[config.mk]
export PLATFORM = sky130hd
export DESIGN_NAME = adder_operand_sequencer
export DESIGN_NICKNAME = d
export VERILOG_FILES = /design/src/rtl/adder_operand_sequencer.sv
export SDC_FILE = /design/constraint.sdc
export NUM_CORES = 1
export LEC_CHECK = 0
export ABC_CLOCK_PERIOD_IN_PS = 1800
export CORE_ASPECT_RATIO = 1.2
export CORE_UTILIZATION = 48
export DETAILED_ROUTE_END_ITERATION = 16
export PLACE_DENSITY_LB_ADDON = 0.05
export SLEW_MARGIN = 15
export SYNTH_ARGS = -nofsm -noshare
export SYNTH_HDL_FRONTEND = slang
export SYNTH_SLANG_ARGS = --single-unit
[constraint.sdc]
create_clock -name Clock -period 1.8 [get_ports Clock]
set_input_delay 0.36 -clock Clock [delete_from_list [all_inputs] [get_ports Clock]]
set_output_delay 0.36 -clock Clock [all_outputs]
set_load 0.01 [all_outputs]
[src/rtl/adder_operand_sequencer.sv]
// adder_operand_sequencer
//   Input stage for the 4-bit adder display path. Synchronises and debounces
//   the two raw pushbuttons, then sequences operand entry (A, then B, then
//   show the sum). Drives registered operands, the 5-bit sum, hex digits and
//   per-digit blank flags for the downstream 7-segment decoders.
//
// Ports
//   Clock       in   system clock, rising edge
//   Reset_n     in   synchronous active-low reset
//   Hex         in   raw slide-switch operand value
//   button      in   raw pushbuttons, active-low; [0] = ENTER, [1] = CLEAR
//   OpA, OpB    out  captured operands
//   Sum         out  OpA + OpB, bit 4 = carry
//   DigitA/B    out  hex digits for the operand displays
//   DigitSumLo  out  Sum[3:0]
//   DigitSumHi  out  {3'b000, Sum[4]}
//   Blank       out  blank flags {A, B, SumHi, SumLo}, 1 = off
//   State       out  current state (0 = ENTER_A, 1 = ENTER_B, 2 = SHOW)
//   SumValid    out  one-cycle pulse when Sum is updated
module adder_operand_sequencer #(
    parameter int unsigned DEBOUNCE_CYCLES = 500000,
    parameter int unsigned CNT_W           = 20
) (
    input  logic       Clock,
    input  logic       Reset_n,
    input  logic [3:0] Hex,
    input  logic [1:0] button,
    output logic [3:0] OpA,
    output logic [3:0] OpB,
    output logic [4:0] Sum,
    output logic [3:0] DigitA,
    output logic [3:0] DigitB,
    output logic [3:0] DigitSumLo,
    output logic [3:0] DigitSumHi,
    output logic [3:0] Blank,
    output logic [1:0] State,
    output logic       SumValid
);

    localparam logic [1:0] StEnterA  = 2'd0;
    localparam logic [1:0] StEnterB  = 2'd1;
    localparam logic [1:0] StShow    = 2'd2;

    // The debounced value flips on the edge whose increment would reach
    // DEBOUNCE_CYCLES, so compare against one less.
    localparam logic [CNT_W-1:0] DbLast = CNT_W'(DEBOUNCE_CYCLES - 1);

    // ------------------------------------------------------------------
    // Synchroniser, debounce and press detection
    // ------------------------------------------------------------------
    logic [1:0]       sync1_q, sync2_q;
    logic [1:0]       db_q, db_d;
    logic [1:0]       db_dly_q;
    logic [1:0]       press_q;
    logic [CNT_W-1:0] cnt_q [2];
    logic [CNT_W-1:0] cnt_d [2];

    always_comb begin
        for (int i = 0; i < 2; i++) begin
            db_d[i]  = db_q[i];
            cnt_d[i] = '0;
            if (sync2_q[i] != db_q[i]) begin
                if (cnt_q[i] == DbLast) begin
                    db_d[i] = sync2_q[i];
                end else begin
                    cnt_d[i] = cnt_q[i] + 1'b1;
                end
            end
        end
    end

    always_ff @(posedge Clock) begin
        if (!Reset_n) begin
            sync1_q  <= 2'b11;
            sync2_q  <= 2'b11;
            db_q     <= 2'b11;
            db_dly_q <= 2'b11;
            press_q  <= 2'b00;
            cnt_q[0] <= '0;
            cnt_q[1] <= '0;
        end else begin
            sync1_q  <= button;
            sync2_q  <= sync1_q;
            db_q     <= db_d;
            db_dly_q <= db_q;
            // Falling edge of the debounced level only; releases are ignored.
            press_q  <= db_dly_q & ~db_q;
            cnt_q[0] <= cnt_d[0];
            cnt_q[1] <= cnt_d[1];
        end
    end

    logic enter_ev, clear_ev;
    assign enter_ev = press_q[0];
    assign clear_ev = press_q[1];

    // ------------------------------------------------------------------
    // Operand sequencer
    // ------------------------------------------------------------------
    logic [1:0] state_q, state_d;
    logic [3:0] op_a_q, op_a_d;
    logic [3:0] op_b_q, op_b_d;
    logic [4:0] sum_q, sum_d;
    logic [3:0] blank_q, blank_d;
    logic       sum_valid_q, sum_valid_d;

    always_comb begin
        state_d     = state_q;
        op_a_d      = op_a_q;
        op_b_d      = op_b_q;
        sum_d       = sum_q;
        blank_d     = blank_q;
        sum_valid_d = 1'b0;

        if (clear_ev) begin
            // CLEAR has priority over a simultaneous ENTER.
            state_d = StEnterA;
            op_a_d  = 4'h0;
            op_b_d  = 4'h0;
            sum_d   = 5'h00;
            blank_d = 4'b1111;
        end else begin
            case (state_q)
                StEnterA: begin
                    if (enter_ev) begin
                        op_a_d     = Hex;
                        blank_d[3] = 1'b0;
                        state_d    = StEnterB;
                    end
                end
                StEnterB: begin
                    if (enter_ev) begin
                        op_b_d       = Hex;
                        sum_d        = {1'b0, op_a_q} + {1'b0, Hex};
                        blank_d[2:0] = 3'b000;
                        sum_valid_d  = 1'b1;
                        state_d      = StShow;
                    end
                end
                StShow: begin
                    if (enter_ev) begin
                        // Start the next computation with a fresh A.
                        op_a_d  = Hex;
                        blank_d = 4'b0111;
                        state_d = StEnterB;
                    end
                end
                default: begin
                    state_d = StEnterA;
                    op_a_d  = 4'h0;
                    op_b_d  = 4'h0;
                    sum_d   = 5'h00;
                    blank_d = 4'b1111;
                end
            endcase
        end
    end

    always_ff @(posedge Clock) begin
        if (!Reset_n) begin
            state_q     <= StEnterA;
            op_a_q      <= 4'h0;
            op_b_q      <= 4'h0;
            sum_q       <= 5'h00;
            blank_q     <= 4'b1111;
            sum_valid_q <= 1'b0;
        end else begin
            state_q     <= state_d;
            op_a_q      <= op_a_d;
            op_b_q      <= op_b_d;
            sum_q       <= sum_d;
            blank_q     <= blank_d;
            sum_valid_q <= sum_valid_d;
        end
    end

    // All outputs come straight from registers.
    assign OpA        = op_a_q;
    assign OpB        = op_b_q;
    assign Sum        = sum_q;
    assign DigitA     = op_a_q;
    assign DigitB     = op_b_q;
    assign DigitSumLo = sum_q[3:0];
    assign DigitSumHi = {3'b000, sum_q[4]};
    assign Blank      = blank_q;
    assign State      = state_q;
    assign SumValid   = sum_valid_q;

endmodule

==> impl_metrics.csv, run 1 <==
group,metric,value,unit
place,place.detailed.hpwl,4230,um
logic_synthesis,synth-warning-count,0,
routing,dr.pass1.iters,5,
pwr,pwr_density_cell,781,mW/mm2
worst_setup_path,critPathArrivalTime,2.04,ns
global_route,antenna_found_initial,0,
clock_network,cts.reportedPaths.clkPinSlew,0.07,ns
floorplanning,placeableCoreArea,0.00605,mm2
cells_and_area,finalNetCount,409,
cells_and_area,fraction_of_layout_instances_using_a_drive_strength_above_1,0.163,
sta,post-route-worst-setup-slack,0.0450,ns
logic_synthesis,yosysSeqAreaShare,0.452,
floorplanning,dieArea,0.00659,mm2
job,maxCapViolCount,0,
worst_setup_path,setup.worst_path.end_class,"flip-flop",
logic_synthesis,synth_area_leaders,"dfxtp_1 45%, xnor2_1 7.0%, nor2_1 6.1%",
hold_path,min-delay-start,"sync1_q[0]$_SDFF_PN1_",
pwr,worst_ir_drop_vdd,0.443,mV
logic_synthesis,synthesis.area,0.00301,mm2
place,portBuffers,40,
worst_setup_path,r2r-end,"cnt_q[0][18]$_SDFF_PP0_",
sta,max_clock_freq,0.570,GHz
hold_path,worstHoldPathType,"flip-flop to flip-flop",
worst_setup_path,setup.reg_to_reg.worst_slack,0.04,ns
floorplanning,chip_height,88.7,um
cells_and_area,fill_cell_total_of_the_finished_layout,549,
status,run_status,"completed",
logic_synthesis,syn-instance-count,333,
logic_synthesis,netlist-cell-type-count,42,
routing,detail-route-antenna-nets,0,
routing,detailroute.via_count,2466,
sta,finalSetupViolCount,0,
worst_setup_path,rr_startpoint,"cnt_q[0][1]$_SDFF_PP0_",
cells_and_area,utilization,0.647,
global_route,grt_max_degree,19,
sta,period_share,0.975,
clock_network,worst_skew_pair.late_latency,0.34,ns
sta,worst_hold_slack,0.411,ns
clock_network,holdBufCountCts,0,
sta,rsz0062_at_grt,"yes",
routing,vias_per_cell,5.13,
pwr,leakagePower,1.36,nW
floorplanning,std_cell_rows,31,
sta,timing_max_transition_violations_final,0,
pwr,total_power,3.06,mW
clock_network,clock_sinks,68,
cells_and_area,finish.instance_area,0.00391,mm2
sta,fin_skew,0.00775,ns
worst_setup_path,rr_worst_depth,5,
floorplanning,pin_count,44,
clock_network,cts-root-buf,"clkbuf_8",
cells_and_area,commonest_non_fill_non_tap_cell_in_the_layout,"dfxtp_1",
routing,routed_wirelength,6040,um
sta,timing.final.crit_period,1.76,ns
floorplanning,die-width,74.3,um
hold_path,whs_path_depth,1,
logic_synthesis,synthesis.area_per_instance,9.04,um2
global_route,first_global_vias,2204,
logic_synthesis,ys_ff_latch,68,
global_route,grt_usage,0.201,
place,post-place-cells,465,
global_route,grt_first_pass_wirelength,9990,um
worst_setup_path,worst-setup-path-type,"flip-flop to flip-flop",
cells_and_area,final_cells,481,
worst_setup_path,timing.critical_path.from,"cnt_q[0][1]$_SDFF_PP0_",
worst_setup_path,worst-path-max-fanout,4,
clock_network,cts-buffers-inserted,9,
hold_path,timing.hold.worst_endpoint,"sync2_q[0]$_SDFF_PN1_",
logic_synthesis,synth_largest_area_cell,"dfxtp_1",
worst_setup_path,critPathRequiredTime,2.08,ns
global_route,globalRouteOverflowTotal,0,
sta,number_of_failing_hold_endpoints_at_the_final_stage,0,
clock_network,cts_max_path_buffers,2,
sta,final.setup.tns,0,ns
routing,dr_wl_cell,12.6,um
cells_and_area,most-common-layout-cells,"63 x dfxtp_1, 49 x nor2_1, 40 x clkdlybuf4s50_1, 33 x buf_4, 24 x xnor2_1",
clock_network,tritoncts,"yes",
cells_and_area,antenna_cells_inserted,0,
worst_setup_path,startpoint_class,"flip-flop",
routing,initialDrtViolationCount,79,
cells_and_area,synthToLayoutAreaGrowth,30.0,%
floorplanning,floorplan.initialDensity,0.497,
logic_synthesis,synth_top_cell_area_share,0.452,
place,dpl_cell_area,0.00365,mm2
place,place_worst_setup_slack,-0.141,ns
cells_and_area,multi_input_gate_area,0.00147,mm2
cells_and_area,area.sequential,0.00137,mm2
clock_network,h-tree-depth,3,
routing,drc,0,
place,final_weighted_congestion_in_routability_driven_placement,0.788,
layer usage:
layer / global-route usage / share of wire
met1: 0.260 / 0.48
met2: 0.316 / 0.47
met3: 0.0592 / 0.041
met4: 0.0772 / 0.015
met5: 0 / 0
cell type report:
type | instances | area share
Sequential cell | 68 | 0.350
Timing Repair Buffer | 75 | 0.176
Tap cell | 82 | 0.0262
Inverter | 12 | 0.0115
Clock inverter | 4 | 0.0179
Multi-Input combinational cell | 228 | 0.377
Clock buffer | 12 | 0.0422
critical path, stage by stage, from the launching register on:
cell and delay (ns):
dfxtp_2 0.35, ha_4 0.14, nand3_2 0.08, or4_4 0.55
or4_4 0.49, nand3_1 0.09
power breakdown:
group | switching, mW | internal (mW)
clock | 0.560 | 0.889
combinational | 0.0421 | 0.0506
sequential | 0.00434 | 1.51
logic make-up (layout without fill, tap and decap cells):
family          after synthesis  count (layout)  share of synthesized area
mux                           6               6                     0.0204
simple gates                146             146                      0.254
compound gates               33              33                     0.0723
xor+xnor                     33              33                     0.0961
flops                        68              68                      0.452
fa+ha+maj                     7               7                     0.0316
buf+inv                      39             103                     0.0715
other cells                   1               3                    0.00125
synth_stat cells:
cell type / number
a22o_1: 7
o21ai_0: 6
or4_4: 2
fa_1: 1
o21a_1: 2
nand3_1: 15
a31oi_1: 1
nand2_1: 17
clkbuf_1: 7
nor4_1: 11
clkbuf_2: 1
nor4b_1: 4
nand4_4: 1
o22ai_1: 1
and3_1: 2
nor2b_1: 7
and4_1: 1
a21oi_1: 8
ha_1: 6
nand2b_1: 7
a22oi_1: 3
conb_1: 1
mux2i_1: 5
buf_1: 1
xor2_1: 9
nor3_1: 7
nand3b_1: 1
o21ai_1: 1
xnor2_1: 24
buf_4: 18
nor2_1: 49
dfxtp_1: 68
or4_1: 2
o22a_1: 1
inv_1: 12
a21o_1: 2
nor4bb_1: 1
or3_1: 4
nand4_1: 13
and2_1: 2
o31ai_1: 1
mux2_2: 1
repair_timing:
item,in CTS,in global routing
gates resized for setup,0,8
buffers inserted,0,0
endpoints found under the hold margin,0,0
endpoints found under the setup margin,0,5
how the worst max path moves through the flow:
stage,end,depth (start not counted)
after detailed placement,Sum[2]$_SDFFE_PP0P_,6
after floorplan,cnt_q[0][18]$_SDFF_PP0_,5
after global placement,Sum[2]$_SDFFE_PP0P_,6
final,cnt_q[0][18]$_SDFF_PP0_,5
after CTS,cnt_q[0][18]$_SDFF_PP0_,5
after global routing,cnt_q[0][38]$_SDFF_PP0_,5
state kept, by name, summed over array words and instances (netlist names), 4 cells and up:
signal / count
DigitA: 4
DigitB: 4
Sum: 5
cnt_q: 40
No activity file was read; power rests on OpenSTA's default activity.
==> run 2: changes to the inputs <==
- CORE_ASPECT_RATIO: 1.2 -> 0.5
==> run 2 against run 1 <==
Net effect: critical path depth fell by 1; clock skew is 0.0046 ns lower; sequential share of layout area barely moved; cell count shrank 0.83%; largest cell class unchanged; combinational power is 6.8% lower; critical path type unchanged; largest power group is now the clock network; routed wire length rose by 4.3%.
==> impl_metrics.csv, run 2 (same netlist as run 1, synthesis figures left out) <==
group,metric,value,unit
status,run_status,"completed",
sta,fin_skew,0.00315,ns
floorplanning,std_cell_rows,19,
global_route,antenna_found_initial,0,
worst_setup_path,critical_path_cell_by_cell,"nand3_2, or4_4, or4_4, nand3_1",
clock_network,cts-buffers-inserted,9,
cells_and_area,regMostFlops,"cnt_q",
floorplanning,dieArea,0.00661,mm2
worst_setup_path,setup.worst_path.end_class,"flip-flop",
routing,dr_wl_cell,13.2,um
floorplanning,pin_count,44,
routing,dr.pass1.iters,4,
cells_and_area,fill_cell_total_of_the_finished_layout,491,
worst_setup_path,timing.critical_path.mode_cell,"or4_4",
clock_network,cts.reportedPaths.clkPinSlew,0.05,ns
sta,final.setup.tns,0,ns
floorplanning,floorplan.initialDensity,0.523,
sta,timing.final.crit_period,1.75,ns
clock_network,h-tree-depth,3,
sta,timing_max_transition_violations_final,0,
clock_network,clock_sinks,68,
cells_and_area,area.sequential,0.00137,mm2
sta,number_of_failing_hold_endpoints_at_the_final_stage,0,
pwr,pwr_density_cell,801,mW/mm2
global_route,grt_first_pass_wirelength,10600,um
routing,detail-route-antenna-nets,0,
pwr,leakagePower,1.34,nW
job,maxCapViolCount,0,
worst_setup_path,worst_path_dominant_cell_family,"simple AND/OR/NAND/NOR gates",
routing,initialDrtViolationCount,75,
routing,routed_wirelength,6300,um
global_route,globalRouteOverflowTotal,0,
floorplanning,die-width,114,um
worst_setup_path,max_stage_delay,0.53,ns
routing,vias_per_cell,5.17,
place,portBuffers,40,
clock_network,cts-root-buf,"clkbuf_16",
place,final_weighted_congestion_in_routability_driven_placement,0.790,
cells_and_area,synthToLayoutAreaGrowth,30.4,%
cells_and_area,commonest_non_fill_non_tap_cell_in_the_layout,"dfxtp_1",
cells_and_area,multi_input_gate_area,0.00151,mm2
worst_setup_path,startpoint_class,"flip-flop",
cells_and_area,largest_register_ff_count,40,
cells_and_area,fraction_of_layout_instances_using_a_drive_strength_above_1,0.173,
cells_and_area,antenna_cells_inserted,0,
cells_and_area,final_cells,477,
pwr,worst_ir_drop_vdd,0.567,mV
clock_network,cts_max_path_buffers,2,
hold_path,worstHoldPathType,"flip-flop to flip-flop",
floorplanning,placeableCoreArea,0.00575,mm2
global_route,first_global_vias,2377,
worst_setup_path,worst-path-max-fanout,5,
pwr,total_power,3.14,mW
global_route,grt_usage,0.209,
worst_setup_path,critPathArrivalTime,2.03,ns
place,post-place-cells,463,
worst_setup_path,crit_buf_inv,0,
sta,period_share,0.974,
clock_network,tritoncts,"yes",
worst_setup_path,worst-setup-path-type,"flip-flop to flip-flop",
place,place.detailed.hpwl,4540,um
worst_setup_path,critPathRequiredTime,2.07,ns
sta,max_clock_freq,0.570,GHz
worst_setup_path,critical-path-slowest-cell,"or4_4",
routing,drc,0,
sta,finalSetupViolCount,0,
clock_network,holdBufCountCts,0,
cells_and_area,finalNetCount,405,
floorplanning,chip_height,58.0,um
cells_and_area,most-common-layout-cells,"58 x dfxtp_1, 49 x nor2_1, 40 x clkdlybuf4s50_1, 31 x buf_4, 24 x xnor2_1",
global_route,grt_max_degree,12,
routing,detailroute.via_count,2467,
clock_network,worst_skew_pair.late_latency,0.33,ns
-- run 2: cell types whose count changed in the layout (fill, tap and decap cells not counted), sizes merged --
| cell | delta |
|---|---|
| buf | -4 |
| clkbuf | -1 |
| clkinv | +1 |
| bufinv | -2 |
-- run 2: repair_timing --
action,in CTS,in global routing
gates resized for setup,1,18
setup buffers,0,0
pin swaps,1,3
endpoints found under the setup margin,2,20
-- run 2: metal layers --
layer	vias up	track usage	wire length, um
met2	53	0.364	3030
li1	1244	-	-
met5	-	0	0
met4	0	0.0742	91
met3	14	0.0785	335
met1	1156	0.240	2840
-- run 2: layout make-up --
type                    count  share of cell area
multi-input cells         228               0.385
flip-flops and latches     68               0.350
repair buffers             71               0.161
clock buffers              11              0.0618
well taps                  84              0.0268
inverters                  12              0.0115
clock inverters             3             0.00383
-- run 2: stage by stage --
step	instance area [um2]	hold slack (ns)	setup slack [ns]	util
after CTS	3860	0.418	-0.00476	0.671
final	3930	0.414	0.0461	0.682
after detailed placement	3590	0.401	-0.136	0.625
after global routing	3930	0.431	-0.00367	0.682
after global placement	3590	0.398	-0.0973	0.625
after floorplan	3030	0.386	0.00630	-
-- run 2: report_power, final --
part	internal [mW]	leakage (nW)	total (mW)	switching (mW)
logic	0.0459	0.650	0.0864	0.0405
registers	1.52	0.554	1.52	0.00484
clock network	0.945	0.131	1.54	0.592
-- run 2: worst paths after layout --
check                               from                 endpoint  slack [ns]  depth (start not counted)
setup / recovery  cnt_q[0][8]$_SDFF_PP0_  cnt_q[0][18]$_SDFF_PP0_        0.05                          4
hold / removal     sync1_q[1]$_SDFF_PN1_    sync2_q[1]$_SDFF_PN1_        0.41                          1
setup reg to reg  cnt_q[0][8]$_SDFF_PP0_  cnt_q[0][18]$_SDFF_PP0_        0.05                          4
hold reg to reg    sync1_q[1]$_SDFF_PN1_    sync2_q[1]$_SDFF_PN1_        0.41                          1
==> run 3: changes to the inputs <==
- SKIP_LAST_GASP: not set -> 1
==> run 3 against run 2 <==
Net effect: fmax decreased by 0.21%; largest cell class unchanged; via count increased by 0.36%; final area decreased by 0.26%.
==> impl_metrics.csv, run 3 (same netlist as run 1, synthesis figures left out) <==
group,metric,value,unit
routing,routed_wirelength,6320,um
pwr,total_power,3.14,mW
global_route,grt_first_pass_wirelength,10600,um
routing,dr.pass1.iters,5,
job,maxCapViolCount,0,
sta,number_of_failing_hold_endpoints_at_the_final_stage,0,
clock_network,clock_sinks,68,
pwr,switching_share,0.202,
cells_and_area,fill_cell_total_of_the_finished_layout,492,
hold_path,min-delay-start,"sync1_q[1]$_SDFF_PN1_",
clock_network,holdBufCountCts,0,
clock_network,h-tree-depth,3,
sta,timing_max_transition_violations_final,0,
hold_path,whs_path_depth,1,
floorplanning,std_cell_rows,19,
cells_and_area,synthToLayoutAreaGrowth,30.1,%
sta,period_share,0.976,
clock_network,cts_max_path_buffers,2,
pwr,leakagePower,1.34,nW
place,final_weighted_congestion_in_routability_driven_placement,0.790,
cells_and_area,multi_input_gate_area,0.00150,mm2
worst_setup_path,critPathRequiredTime,2.07,ns
worst_setup_path,crit_buf_inv,0,
worst_setup_path,critPathArrivalTime,2.03,ns
place,place.detailed.hpwl,4540,um
pwr,cell_internal_pwr,2.51,mW
cells_and_area,commonest_non_fill_non_tap_cell_in_the_layout,"dfxtp_1",
place,place_worst_setup_slack,-0.136,ns
sta,finalSetupViolCount,0,
worst_setup_path,critical-path-slowest-cell,"or4_4",
pwr,p_switching,636,uW
global_route,grt_max_degree,12,
worst_setup_path,max_stage_delay,0.53,ns
global_route,first_global_vias,2377,
clock_network,tritoncts,"yes",
worst_setup_path,timing.critical_path.from,"cnt_q[0][8]$_SDFF_PP0_",
routing,detail-route-antenna-nets,0,
routing,dr_wl_cell,13.2,um
pwr,power.share.combinational,0.027,
clock_network,worst_skew_pair.late_latency,0.33,ns
cells_and_area,fraction_of_layout_instances_using_a_drive_strength_above_1,0.173,
worst_setup_path,setup.worst_path.end_class,"flip-flop",
routing,drc,0,
sta,rsz0062_at_grt,"yes",
sta,post-route-worst-setup-slack,0.0425,ns
cells_and_area,antenna_cells_inserted,0,
floorplanning,placeableCoreArea,0.00575,mm2
worst_setup_path,setup.reg_to_reg.worst_slack,0.04,ns
worst_setup_path,rr_startpoint,"cnt_q[0][8]$_SDFF_PP0_",
pwr,pwr_density_cell,802,mW/mm2
hold_path,timing.hold.worst_endpoint,"sync2_q[1]$_SDFF_PN1_",
worst_setup_path,r2r-end,"cnt_q[0][18]$_SDFF_PP0_",
cells_and_area,most-common-layout-cells,"58 x dfxtp_1, 49 x nor2_1, 40 x clkdlybuf4s50_1, 31 x buf_4, 24 x xnor2_1",
floorplanning,chip_height,58.0,um
worst_setup_path,critical_path_cell_by_cell,"nand3_2, or4_4, or4_4, nand3_1",
sta,max_clock_freq,0.569,GHz
cells_and_area,area.sequential,0.00137,mm2
pwr,power.clock.fraction,0.489,
worst_setup_path,rr_worst_depth,4,
worst_setup_path,worst-path-max-fanout,5,
clock_network,cts.reportedPaths.clkPinSlew,0.05,ns
floorplanning,dieArea,0.00661,mm2
clock_network,cts-buffers-inserted,9,
place,portBuffers,40,
floorplanning,floorplan.initialDensity,0.523,
cells_and_area,finalNetCount,405,
cells_and_area,regMostFlops,"cnt_q",
hold_path,worstHoldPathType,"flip-flop to flip-flop",
pwr,power.share.sequential,0.484,
floorplanning,pin_count,44,
global_route,globalRouteOverflowTotal,0,
routing,vias_per_cell,5.19,
global_route,grt_usage,0.209,
worst_setup_path,worst_path_dominant_cell_family,"simple AND/OR/NAND/NOR gates",
global_route,antenna_found_initial,0,
worst_setup_path,worst-setup-path-type,"flip-flop to flip-flop",
worst_setup_path,startpoint_class,"flip-flop",
sta,worst_hold_slack,0.414,ns
routing,initialDrtViolationCount,77,
pwr,worst_ir_drop_vdd,0.568,mV
floorplanning,die-width,114,um
worst_setup_path,timing.critical_path.mode_cell,"or4_4",
sta,fin_skew,0.00374,ns
routing,detailroute.via_count,2476,
sta,timing.final.crit_period,1.76,ns
cells_and_area,largest_register_ff_count,40,
status,run_status,"completed",
clock_network,cts-root-buf,"clkbuf_16",
[run 3: cell counts in the layout (fill, tap and decap cells not counted)]
Identical to the previous run, type by type.
[run 3: what timing repair did]
| action | CTS | global route |
|---|---|---|
| pin swaps | 1 | 3 |
| gates resized for setup | 1 | 17 |
| endpoints found under the hold margin | 0 | 0 |
| endpoints found under the setup margin | 2 | 20 |
| buffers inserted | 0 | 0 |
[run 3: stage by stage]
step	area, um2	utilization	setup TNS, ns	cells
3_3_place_gp	3590	0.625	-0.195	463
5_1_grt	3920	0.681	-0.00937	477
6_report	3920	0.681	0	477
4_1_cts	3860	0.671	-0.00476	477
2_1_floorplan	3030	-	0	335
3_5_place_dp	3590	0.625	-0.340	463
[run 3: per-layer routing]
layer | up-vias | GRT usage | wire length, um
li1 | 1242 | - | -
met1 | 1156 | 0.240 | 2840
met2 | 68 | 0.364 | 3040
met3 | 10 | 0.0785 | 363
met4 | 0 | 0.0742 | 81
met5 | - | 0 | 0
[run 3: how the worst max path moves through the flow]
stage / cells after the start / endpoint / slack [ns]
6_report: 4 / cnt_q[0][18]$_SDFF_PP0_ / 0.04
5_1_grt: 5 / db_q[0]$_SDFFE_PN1P_ / -0.004
4_1_cts: 5 / cnt_q[0][18]$_SDFF_PP0_ / -0.005
3_5_place_dp: 6 / Sum[2]$_SDFFE_PP0P_ / -0.14
3_3_place_gp: 6 / Sum[2]$_SDFFE_PP0P_ / -0.1
2_1_floorplan: 5 / cnt_q[0][18]$_SDFF_PP0_ / 0.006
[run 3: final cells by class]
cell class | count | share of cell area
clock buffers | 11 | 0.0620
clock inverters | 3 | 0.00384
inverters | 12 | 0.0115
multi-input cells | 228 | 0.383
flip-flops and latches | 68 | 0.351
well taps | 84 | 0.0268
repair buffers | 71 | 0.162
[run 3: power groups by stage]
stage | clock (mW) | combinational, mW | sequential (mW)
after detailed placement | 0 | 0.0859 | 1.55
after CTS | 1.57 | 0.0867 | 1.52
final | 1.54 | 0.0863 | 1.52
after global routing | 1.65 | 0.0953 | 1.52
after global placement | 0 | 0.0845 | 1.55
after floorplan | 0 | 0.0418 | 1.55
